<file path="src/rtl/alu_operand_stage_pkg.sv">
// ---------------------------------------------------------------------------
// alu_operand_stage_pkg
// Shared constants for the ALU operand-fetch stage: datapath widths, ALU
// select codes, instruction field positions and a small decode helper.
// No ports (package).
// ---------------------------------------------------------------------------
package alu_operand_stage_pkg;

    localparam int DATA_W  = 8;
    localparam int NREG    = 8;
    localparam int ADDR_W  = 3;
    localparam int SEL_W   = 3;
    localparam int INSTR_W = 32;

    // Instruction field positions
    localparam int SEL_LSB      = 24;
    localparam int IMM_FLAG_BIT = 27;
    localparam int DEST_LSB     = 16;
    localparam int SRC1_LSB     = 8;
    localparam int SRC2_LSB     = 0;
    localparam int IMM8_LSB     = 0;

    typedef enum logic [SEL_W-1:0] {
        SEL_NEG0 = 3'b000,
        SEL_NEG1 = 3'b001,
        SEL_ADD  = 3'b010,
        SEL_SUB  = 3'b011,
        SEL_AND  = 3'b100,
        SEL_OR   = 3'b101,
        SEL_XOR  = 3'b111
    } alu_sel_e;

    typedef struct packed {
        logic [SEL_W-1:0]  sel;
        logic              imm;
        logic [ADDR_W-1:0] dest;
        logic [ADDR_W-1:0] src1;
        logic [ADDR_W-1:0] src2;
        logic [DATA_W-1:0] imm8;
    } instr_t;

    // src2 and imm8 overlap in the encoding; both are extracted and the
    // imm flag decides which one is meaningful.
    function automatic instr_t decode_instr(input logic [INSTR_W-1:0] instr);
        instr_t d;
        d.sel  = instr[SEL_LSB  +: SEL_W];
        d.imm  = instr[IMM_FLAG_BIT];
        d.dest = instr[DEST_LSB +: ADDR_W];
        d.src1 = instr[SRC1_LSB +: ADDR_W];
        d.src2 = instr[SRC2_LSB +: ADDR_W];
        d.imm8 = instr[IMM8_LSB +: DATA_W];
        return d;
    endfunction

endpackage

</file>
<file path="src/rtl/alu_operand_stage_if.sv">
// ---------------------------------------------------------------------------
// alu_operand_stage_if
// Bundles the operand stage's instruction handshake, operand output
// handshake and writeback port.
//   master : the environment (instruction source, ALU consumer, writeback)
//   slave  : the operand stage itself
// ---------------------------------------------------------------------------
interface alu_operand_stage_if;
    import alu_operand_stage_pkg::*;

    // instruction input handshake
    logic                in_valid;
    logic                in_ready;
    logic [INSTR_W-1:0]  in_instr;

    // registered operands to the ALU
    logic                out_valid;
    logic                out_ready;
    logic [DATA_W-1:0]   alu_a;
    logic [DATA_W-1:0]   alu_b;
    logic [SEL_W-1:0]    alu_sel;
    logic [ADDR_W-1:0]   alu_dest;

    // ALU result writeback
    logic                wb_en;
    logic [ADDR_W-1:0]   wb_addr;
    logic [DATA_W-1:0]   wb_data;

    modport master (
        output in_valid, in_instr, out_ready, wb_en, wb_addr, wb_data,
        input  in_ready, out_valid, alu_a, alu_b, alu_sel, alu_dest
    );

    modport slave (
        input  in_valid, in_instr, out_ready, wb_en, wb_addr, wb_data,
        output in_ready, out_valid, alu_a, alu_b, alu_sel, alu_dest
    );

endinterface

</file>
<file path="src/rtl/alu_operand_stage_reg_file.sv">
// ---------------------------------------------------------------------------
// alu_operand_stage_reg_file
// NREG x DATA_W register file: two combinational read ports, one write port
// updated on the rising edge, synchronous active-low clear.
//   clk, reset_n           clock, synchronous active-low clear
//   rd_addr_a / rd_data_a  read port A (combinational)
//   rd_addr_b / rd_data_b  read port B (combinational)
//   wr_en, wr_addr, wr_data write port
// Reads are combinational so the top can bypass and register in the same
// cycle; a block-RAM style registered read would add a stage of latency.
// ---------------------------------------------------------------------------
module alu_operand_stage_reg_file
    import alu_operand_stage_pkg::*;
(
    input  logic              clk,
    input  logic              reset_n,
    input  logic [ADDR_W-1:0] rd_addr_a,
    output logic [DATA_W-1:0] rd_data_a,
    input  logic [ADDR_W-1:0] rd_addr_b,
    output logic [DATA_W-1:0] rd_data_b,
    input  logic              wr_en,
    input  logic [ADDR_W-1:0] wr_addr,
    input  logic [DATA_W-1:0] wr_data
);

    logic [DATA_W-1:0] regs_reg [NREG];

    generate
        for (genvar gi = 0; gi < NREG; gi++) begin : g_reg
            always_ff @(posedge clk) begin
                if (!reset_n) begin
                    regs_reg[gi] <= '0;
                end else if (wr_en && (wr_addr == ADDR_W'(gi))) begin
                    regs_reg[gi] <= wr_data;
                end
            end
        end
    endgenerate

    assign rd_data_a = regs_reg[rd_addr_a];
    assign rd_data_b = regs_reg[rd_addr_b];

endmodule

</file>
<file path="src/rtl/alu_operand_stage.sv">
// ---------------------------------------------------------------------------
// alu_operand_stage
// Operand-fetch stage in front of the 8-bit ALU. Accepts one instruction per
// valid/ready handshake, reads two sources from the register file (with
// write-first bypass from the same-cycle writeback), and presents registered
// operands A/B, the ALU select and the destination register.
//   clk      clock
//   reset_n  synchronous active-low reset
//   bus      alu_operand_stage_if.slave: in_* handshake, out_* operands,
//            wb_* writeback into the register file
// ---------------------------------------------------------------------------
module alu_operand_stage
    import alu_operand_stage_pkg::*;
(
    input  logic               clk,
    input  logic               reset_n,
    alu_operand_stage_if.slave bus
);

    instr_t            dec;
    logic [DATA_W-1:0] rf_a;
    logic [DATA_W-1:0] rf_b;
    logic [DATA_W-1:0] op_a;
    logic [DATA_W-1:0] op_b;
    logic              capture;

    logic              out_valid_reg, out_valid_next;
    logic [DATA_W-1:0] alu_a_reg,     alu_a_next;
    logic [DATA_W-1:0] alu_b_reg,     alu_b_next;
    logic [SEL_W-1:0]  alu_sel_reg,   alu_sel_next;
    logic [ADDR_W-1:0] alu_dest_reg,  alu_dest_next;

    // Encoding bits with no meaning for this stage.
    logic unused_instr_bits;
    assign unused_instr_bits = ^{bus.in_instr[31:28], bus.in_instr[23:19], bus.in_instr[15:11]};

    assign dec = decode_instr(bus.in_instr);

    alu_operand_stage_reg_file u_reg_file (
        .clk       (clk),
        .reset_n   (reset_n),
        .rd_addr_a (dec.src1),
        .rd_data_a (rf_a),
        .rd_addr_b (dec.src2),
        .rd_data_b (rf_b),
        .wr_en     (bus.wb_en),
        .wr_addr   (bus.wb_addr),
        .wr_data   (bus.wb_data)
    );

    // Write-first bypass: a writeback landing on the same edge as the
    // capture must be seen by the captured operands.
    assign op_a = (bus.wb_en && (bus.wb_addr == dec.src1)) ? bus.wb_data : rf_a;
    assign op_b = dec.imm ? dec.imm8
                : ((bus.wb_en && (bus.wb_addr == dec.src2)) ? bus.wb_data : rf_b);

    // During reset the output register is about to clear, so the stage
    // reports ready; the reset branch below still blocks the capture.
    assign bus.in_ready = !reset_n || !out_valid_reg || bus.out_ready;
    assign capture      = bus.in_valid && bus.in_ready;

    always_comb begin
        out_valid_next = out_valid_reg;
        alu_a_next     = alu_a_reg;
        alu_b_next     = alu_b_reg;
        alu_sel_next   = alu_sel_reg;
        alu_dest_next  = alu_dest_reg;
        if (capture) begin
            out_valid_next = 1'b1;
            alu_a_next     = op_a;
            alu_b_next     = op_b;
            alu_sel_next   = dec.sel;
            alu_dest_next  = dec.dest;
        end else if (bus.out_ready) begin
            // Operands keep their last value after a drain; only valid drops.
            out_valid_next = 1'b0;
        end
    end

    always_ff @(posedge clk) begin
        if (!reset_n) begin
            out_valid_reg <= 1'b0;
            alu_a_reg     <= '0;
            alu_b_reg     <= '0;
            alu_sel_reg   <= '0;
            alu_dest_reg  <= '0;
        end else begin
            out_valid_reg <= out_valid_next;
            alu_a_reg     <= alu_a_next;
            alu_b_reg     <= alu_b_next;
            alu_sel_reg   <= alu_sel_next;
            alu_dest_reg  <= alu_dest_next;
        end
    end

    assign bus.out_valid = out_valid_reg;
    assign bus.alu_a     = alu_a_reg;
    assign bus.alu_b     = alu_b_reg;
    assign bus.alu_sel   = alu_sel_reg;
    assign bus.alu_dest  = alu_dest_reg;

endmodule

</file>
<file path="src/flat_wrapper.sv">
// flat-port wrapper written by rule: the top's interface ports become plain ports
module alu_operand_stage_flat import alu_operand_stage_pkg::*;
  (clk, reset_n, bus_in_valid, bus_in_instr, bus_out_ready, bus_wb_en, bus_wb_addr, bus_wb_data, bus_in_ready, bus_out_valid, bus_alu_a, bus_alu_b, bus_alu_sel, bus_alu_dest);
  alu_operand_stage_if bus_i ();
  input  logic clk;
  input  logic reset_n;
  input wire logic [$bits(bus_i.in_valid)-1:0] bus_in_valid;
  input wire logic [$bits(bus_i.in_instr)-1:0] bus_in_instr;
  input wire logic [$bits(bus_i.out_ready)-1:0] bus_out_ready;
  input wire logic [$bits(bus_i.wb_en)-1:0] bus_wb_en;
  input wire logic [$bits(bus_i.wb_addr)-1:0] bus_wb_addr;
  input wire logic [$bits(bus_i.wb_data)-1:0] bus_wb_data;
  output wire logic [$bits(bus_i.in_ready)-1:0] bus_in_ready;
  output wire logic [$bits(bus_i.out_valid)-1:0] bus_out_valid;
  output wire logic [$bits(bus_i.alu_a)-1:0] bus_alu_a;
  output wire logic [$bits(bus_i.alu_b)-1:0] bus_alu_b;
  output wire logic [$bits(bus_i.alu_sel)-1:0] bus_alu_sel;
  output wire logic [$bits(bus_i.alu_dest)-1:0] bus_alu_dest;
  assign bus_i.in_valid = bus_in_valid;
  assign bus_i.in_instr = bus_in_instr;
  assign bus_i.out_ready = bus_out_ready;
  assign bus_i.wb_en = bus_wb_en;
  assign bus_i.wb_addr = bus_wb_addr;
  assign bus_i.wb_data = bus_wb_data;
  assign bus_in_ready = bus_i.in_ready;
  assign bus_out_valid = bus_i.out_valid;
  assign bus_alu_a = bus_i.alu_a;
  assign bus_alu_b = bus_i.alu_b;
  assign bus_alu_sel = bus_i.alu_sel;
  assign bus_alu_dest = bus_i.alu_dest;
  alu_operand_stage u_core (.clk(clk), .reset_n(reset_n), .bus(bus_i));
endmodule
</file>
<file path="config.mk">
export PLATFORM = sky130hd
export DESIGN_NAME = alu_operand_stage_flat
export DESIGN_NICKNAME = d
export VERILOG_FILES = /design/src/rtl/alu_operand_stage_pkg.sv /design/src/rtl/alu_operand_stage_if.sv /design/src/rtl/alu_operand_stage_reg_file.sv /design/src/rtl/alu_operand_stage.sv /design/src/flat_wrapper.sv
export SDC_FILE = /design/constraint.sdc
export NUM_CORES = 1
export LEC_CHECK = 0
export CAP_MARGIN = 20
export CORE_ASPECT_RATIO = 0.6
export CORE_UTILIZATION = 59
export DETAILED_ROUTE_END_ITERATION = 10
export HOLD_SLACK_MARGIN = 0.02
export PLACE_DENSITY = 0.86
export RECOVER_POWER = 50
export SLEW_MARGIN = 20
export SYNTH_ARGS = -nofsm -noshare
export SYNTH_HDL_FRONTEND = slang
export SYNTH_HIERARCHICAL = 1
export SYNTH_SLANG_ARGS = --single-unit
</file>
<file path="constraint.sdc">
create_clock -name clk -period 6 [get_ports clk]
set_clock_uncertainty 0.1 [all_clocks]
set_input_delay 0.9 -clock clk [delete_from_list [all_inputs] [get_ports clk]]
set_output_delay 0.9 -clock clk [all_outputs]
set_load 0.05 [all_outputs]
</file>
### Yosys cells after proc, flatten, opt, wreduce, memory -nomap -nowiden

Memories as Yosys holds them, arrays and structs flattened.
Index checks and enable logic that the tools add are counted.

| storage, ports and cells | value |
|---|---|
| bits in writable memories | 64 |
| memories kept | 1 |
| register bits | 23 |

Memory list:

| memory | words | width | rd ports | clocked after memory_dff | wr ports | line | text |
|---|---|---|---|---|---|---|---|
| u_core.u_reg_file.regs_reg | 8 | 8 | 2 | 0 | 8 | alu_operand_stage_reg_file.sv:26 | `logic [DATA_W-1:0] regs_reg [NREG];` |

| cells by class | value |
|---|---|
| muxes and demuxes | 38 |
| equality and inequality tests | 9 |
| reductions and logical operators | 17 |
| bitwise logic cells | 8 |

Operator list:

| kind | count |
|---|---|
| 2-to-1 mux 8 bit | 11 |
| 2-to-1 mux 1 bit | 27 |
| == test 3 bit (second input constant) | 4 |
| logical AND 1 bit | 11 |
| OR 1 bit | 8 |
| == test 3 x 2 -> 1 bit (second input constant) | 2 |
| == test 3 bit | 2 |
| == test 3 x 1 -> 1 bit (second input constant) | 1 |
| zero test 3 bit | 1 |
| zero test 1 bit | 2 |
| logical OR 1 bit | 2 |
| nonzero test 2 bit | 1 |

### Longest topological paths before layout

| depth | value |
|---|---|
| word-level depth | 6 |
| gate-level depth with buffers | 6 |
| mapped depth without buffers | 4 |

### By module

The synthesis kept the hierarchy.

Modules (own cells, without submodules):

| module | cells each | area an instance (µm²) | times used | sequential area each (µm²) |
|---|---|---|---|---|
| alu_operand_stage_reg_file | 225 | 3,535.9 | 1 | 1,921.8 |
| alu_operand_stage | 138 | 1,188.6 | 1 | 460.4 |

### Least setup slack after synthesis

Ideal clock, no wire load.

| timing | value |
|---|---|
| kind | input to register |
| start | input bus_in_instr[0] |
| end | register u_core.alu_b_reg[0], in the netlist u_core/bus.alu_b[0] |
| cell stages on the path | 6 |
| data required time | 5.784 ns |
| path buffers | 2 |
| arrival | 2.452 ns |
| setup time | 0.116 ns |
| slack | 3.332 ns |
| cells stage by stage | buf_6 > buf_12 > mux4_1 > mux2_2 > a221o_1 > a41o_1 |

| on the way | value |
|---|---|
| elaborated cells between the ends (all ways) | 5 |
| classes of those cells | eq/ne (1); mux (2); reduce/logical (1); memory (1) |

RTL lines:

| what | line | text |
|---|---|---|
| start, declared | flat_wrapper.sv:8 | `input wire logic [$bits(bus_i.in_instr)-1:0] bus_in_instr;` |
| memory (8 x 8 bit) | -- |  |
| via u_core.rf_b[0] | alu_operand_stage.sv:22 | `logic [DATA_W-1:0] rf_b;` |
| 2-to-1 mux 8 bit | alu_operand_stage.sv:55 | `: ((bus.wb_en && (bus.wb_addr == dec.src2)) ? bus.wb_data : rf_b);` |
| 2-to-1 mux 8 bit | alu_operand_stage.sv:54 | `assign op_b = dec.imm ? dec.imm8` |
| end signal, assigned | alu_operand_stage.sv:90 | `alu_b_reg <= alu_b_next;` |
| end, declared | alu_operand_stage.sv:29 | `logic [DATA_W-1:0] alu_b_reg, alu_b_next;` |

The timed path passes the listed nets, and every way through them passes these cells.
A chain may end at the register's enable or synchronous reset.

### Worst setup path in the final report

| timing | value |
|---|---|
| start | input reset_n |
| end | output bus_in_ready |

| on the way | value |
|---|---|
| word-level cells in the longest chain between the ends | 3 |

Ends and longest elaborated chain:

| what | line | text |
|---|---|---|
| start, declared | flat_wrapper.sv:6 | `input logic reset_n;` |
| zero test 1 bit | -- |  |
| logical OR 1 bit (2 in series) | alu_operand_stage.sv:59 | `assign bus.in_ready = !reset_n \|\| !out_valid_reg \|\| bus.out_ready;` |
| end, declared | flat_wrapper.sv:13 | `output wire logic [$bits(bus_i.in_ready)-1:0] bus_in_ready;` |

No other way between the ends.

==> metrics.md <==
| Metric | Value |
|---|---|
| Setup Fix Bufs, Post-CTS | 0 |
| Total Routing Usage GR | 32.3% |
| Post-CTS Hold Fix Bufs | 0 |
| Ys flop type | edfxtp_1 |
| TNS Setup | 0 ns |
| Syn nets | 411 |
| First-pass GRT wire length | 19,700 um |
| Maximum fanout along the worst path | 42 |
| Gate power share | 17.6% |
| Final Hold Vio Count | 0 |
| Post-Synthesis Cell Area | 4720 um2 |
| Routability Congestion | 0.839 |
| Worst-margin pin slew | 1.64 ns |
| CP Class | in -> out |
| Root Driver | clkbuf_16 |
| Die area | 8380 um2 |
| Commonest non-fill, non-tap cell in the layout | edfxtp_1 |
| Post-synth EDFFs | 64 |
| Critical path's top delay family | buffers and inverters |
| DRT Pass-1 Iters | 5 |
| Nature of the critical path startpoint | input port |
| Int Power | 1.18 mW |
| Num CTS Buffers | 9 |
| Period minus WS final | 4.73 ns |
| Setup crit end kind | output pin |
| Initial antenna violation count | 0 |
| Share of power burned in registers | 44.4% |
| DP HPWL | 8520 um |
| Register area share after synthesis | 50.4% |
| Syn_area_per_cell | 13.0 um2 |
| Reg clk slew, reported paths | 0.06 ns |
| Asr flop ratio synth | 0% |
| Ys Warns | 6 |
| Nets@finish | 457 |
| DRC | 0 |
| IO Port Bufs | 57 |
| Pin count of the biggest net entering global routing | 43 |
| Fmax | 0.211 GHz |
| Most frequent cells in the layout | edfxtp_1 (64), nor3_1 (48), clkdlybuf4s50_1 (33) |
| Crit-path slowest cell | clkbuf_1 |
| Slew Limit Headroom | -9.57% |
| Leakage Power | 2.15 nW |
| Switching Power | 0.417 mW |
| Worst Path Arrival | 3.73 ns |
| Die W | 118 um |
| Routed vias | 3,542 |
| WL met3 | 1430 um |
| Die H | 71.3 um |
| Core area | 7510 um2 |
| DRT iter0 DRCs | 394 |
| Critical Path RT | 5.00 ns |
| Buf+Inv Stages, Crit Path | 3 |
| Antenna violation net count after detailed routing | 0 |
| Critical path cell sequence | dlygate4sd3_1, clkbuf_1, nand3b_1, clkdlybuf4s50_1 |
| Hold_ws | 0.380 ns |
| Drt wl/cell | 25.1 um |
| Clk buf depth | 2 |
| Met2 WL | 6120 um |
| Number of global-route vias before repair | 3,524 |
| Detailed-route wire length | 13,000 um |
| Distinct cells, synth | 33 |
| Number of flip-flops in the largest register | 64 |
| Unrepaired setup endpoints after global routing | false |
| Post-CTS Resized | 0 |
| Final Max Tran Viols | 75 |
| Status | complete, but fails checks |
| Power density cells | 283 nW/um2 |
| Share of cells above drive strength 1 | 11.1% |
| Met1 Routed Length | 5210 um |
| Clk Latency, worst-skew pair | 0.34 ns |
| HP Class | reg -> reg |
| H-tree depth | 3 |
| Fin crit share | 78.8% |
| Worst IR Drop VDD | 199 uV |
| Clk sinks | 87 |
| Via density | 6.84 |
| Switching share of power | 26.1% |
| Clock power frac | 38.1% |
| Rows | 24 |
| Final core occ | 75.4% |
| # IOs | 72 |
| Ant diodes | 0 |
| Failing checks | capacitance limit, slew limit |
| Max_cap viols | 2 |
| Grt total ovfl | 0 |
| Layout area overhead | 19.8% |
| Worst path max stage delay | 1.18 ns |
| Setup violators final | 0 |
| Starting Density | 62.9% |
| Top sig layer | met4 |
| CTS tree | yes |
| Syn Inst Count | 363 |
| Yosys reg bits | 87 |
[cells in the mapped netlist (9+ instances only)]
library cell | n | area [um2]
nor4_1 | 16 | 100
inv_1 | 9 | 33.8
nor2_1 | 9 | 33.8
o21ai_0 | 14 | 70.1
nor3_1 | 48 | 240
nand2b_1 | 12 | 75.1
mux4_1 | 29 | 762
edfxtp_1 | 64 | 1920
mux2_2 | 16 | 180
clkbuf_1 | 22 | 82.6
nand2_1 | 23 | 86.3
dfxtp_1 | 23 | 460
[per-layer routing]
| metal | vias up | global-route usage (%) |
|---|---|---|
| met5 | - | 0 |
| met4 | 0 | 11.3 |
| met3 | 29 | 9.87 |
| met2 | 239 | 53.5 |
| met1 | 1725 | 41.3 |
| li1 | 1549 | - |
[cell families (layout without fill, tap and decap cells)]
kind of cell,Yosys count,in the layout,synth area share [%]
flops,87,87,50.4
compound gates,47,47,7.15
xor+xnor,6,6,1.27
simple gates,123,123,13.5
mux,56,56,23.1
buf+inv,44,95,4.63
[worst reg2reg max path: cells and delay by family, from the launching register on]
family,cells,cell delay (ns)
flops,1,0.40
compound gates,2,0.62
mux,2,0.89
[power groups by stage]
stage               Sequential (mW)  Clock (mW)  Combinational [mW]
detailed placement            0.721           0               0.278
global route                  0.713       0.637               0.292
floorplan                     0.756           0               0.140
finish                        0.710       0.609               0.281
global placement              0.716           0               0.270
CTS                           0.709       0.618               0.281
[cell type report]
cell class,instances,area (um2)
repair buffers,70,649
clock inverters,6,91.3
inverters,9,33.8
multi-input cells,232,2130
fillers,454,1850
well taps,104,130
flip-flops and latches,87,2380
clock buffers,10,239
[final timing paths]
path | slack (ns) | cells past startpoint | startpoint | endpoint
worst max-delay path | 1.27 | 4 | reset_n | bus_in_ready
worst min-delay path | 0.38 | 2 | u_core/bus.alu_sel[0] | u_core/bus.alu_sel[0]
worst max register to register | 3.90 | 4 | u_core/u_reg_file/regs_reg[3][7] | u_core/bus.alu_b[7]
worst min register to register | 0.38 | 2 | u_core/bus.alu_sel[0] | u_core/bus.alu_sel[0]
[stage by stage]
stage          setup WS [ns]  instance area (um2)  total power [mW]  instances
2_1_floorplan           3.33                 4720             0.896        363
3_3_place_gp            2.18                 5340             0.986        501
3_5_place_dp            2.06                 5340             0.999        501
4_1_cts                 2.36                 5670              1.61        517
5_1_grt                 1.15                 5660              1.64        518
6_report                1.27                 5660              1.60        518
No activity file was read; power rests on OpenSTA's default activity.
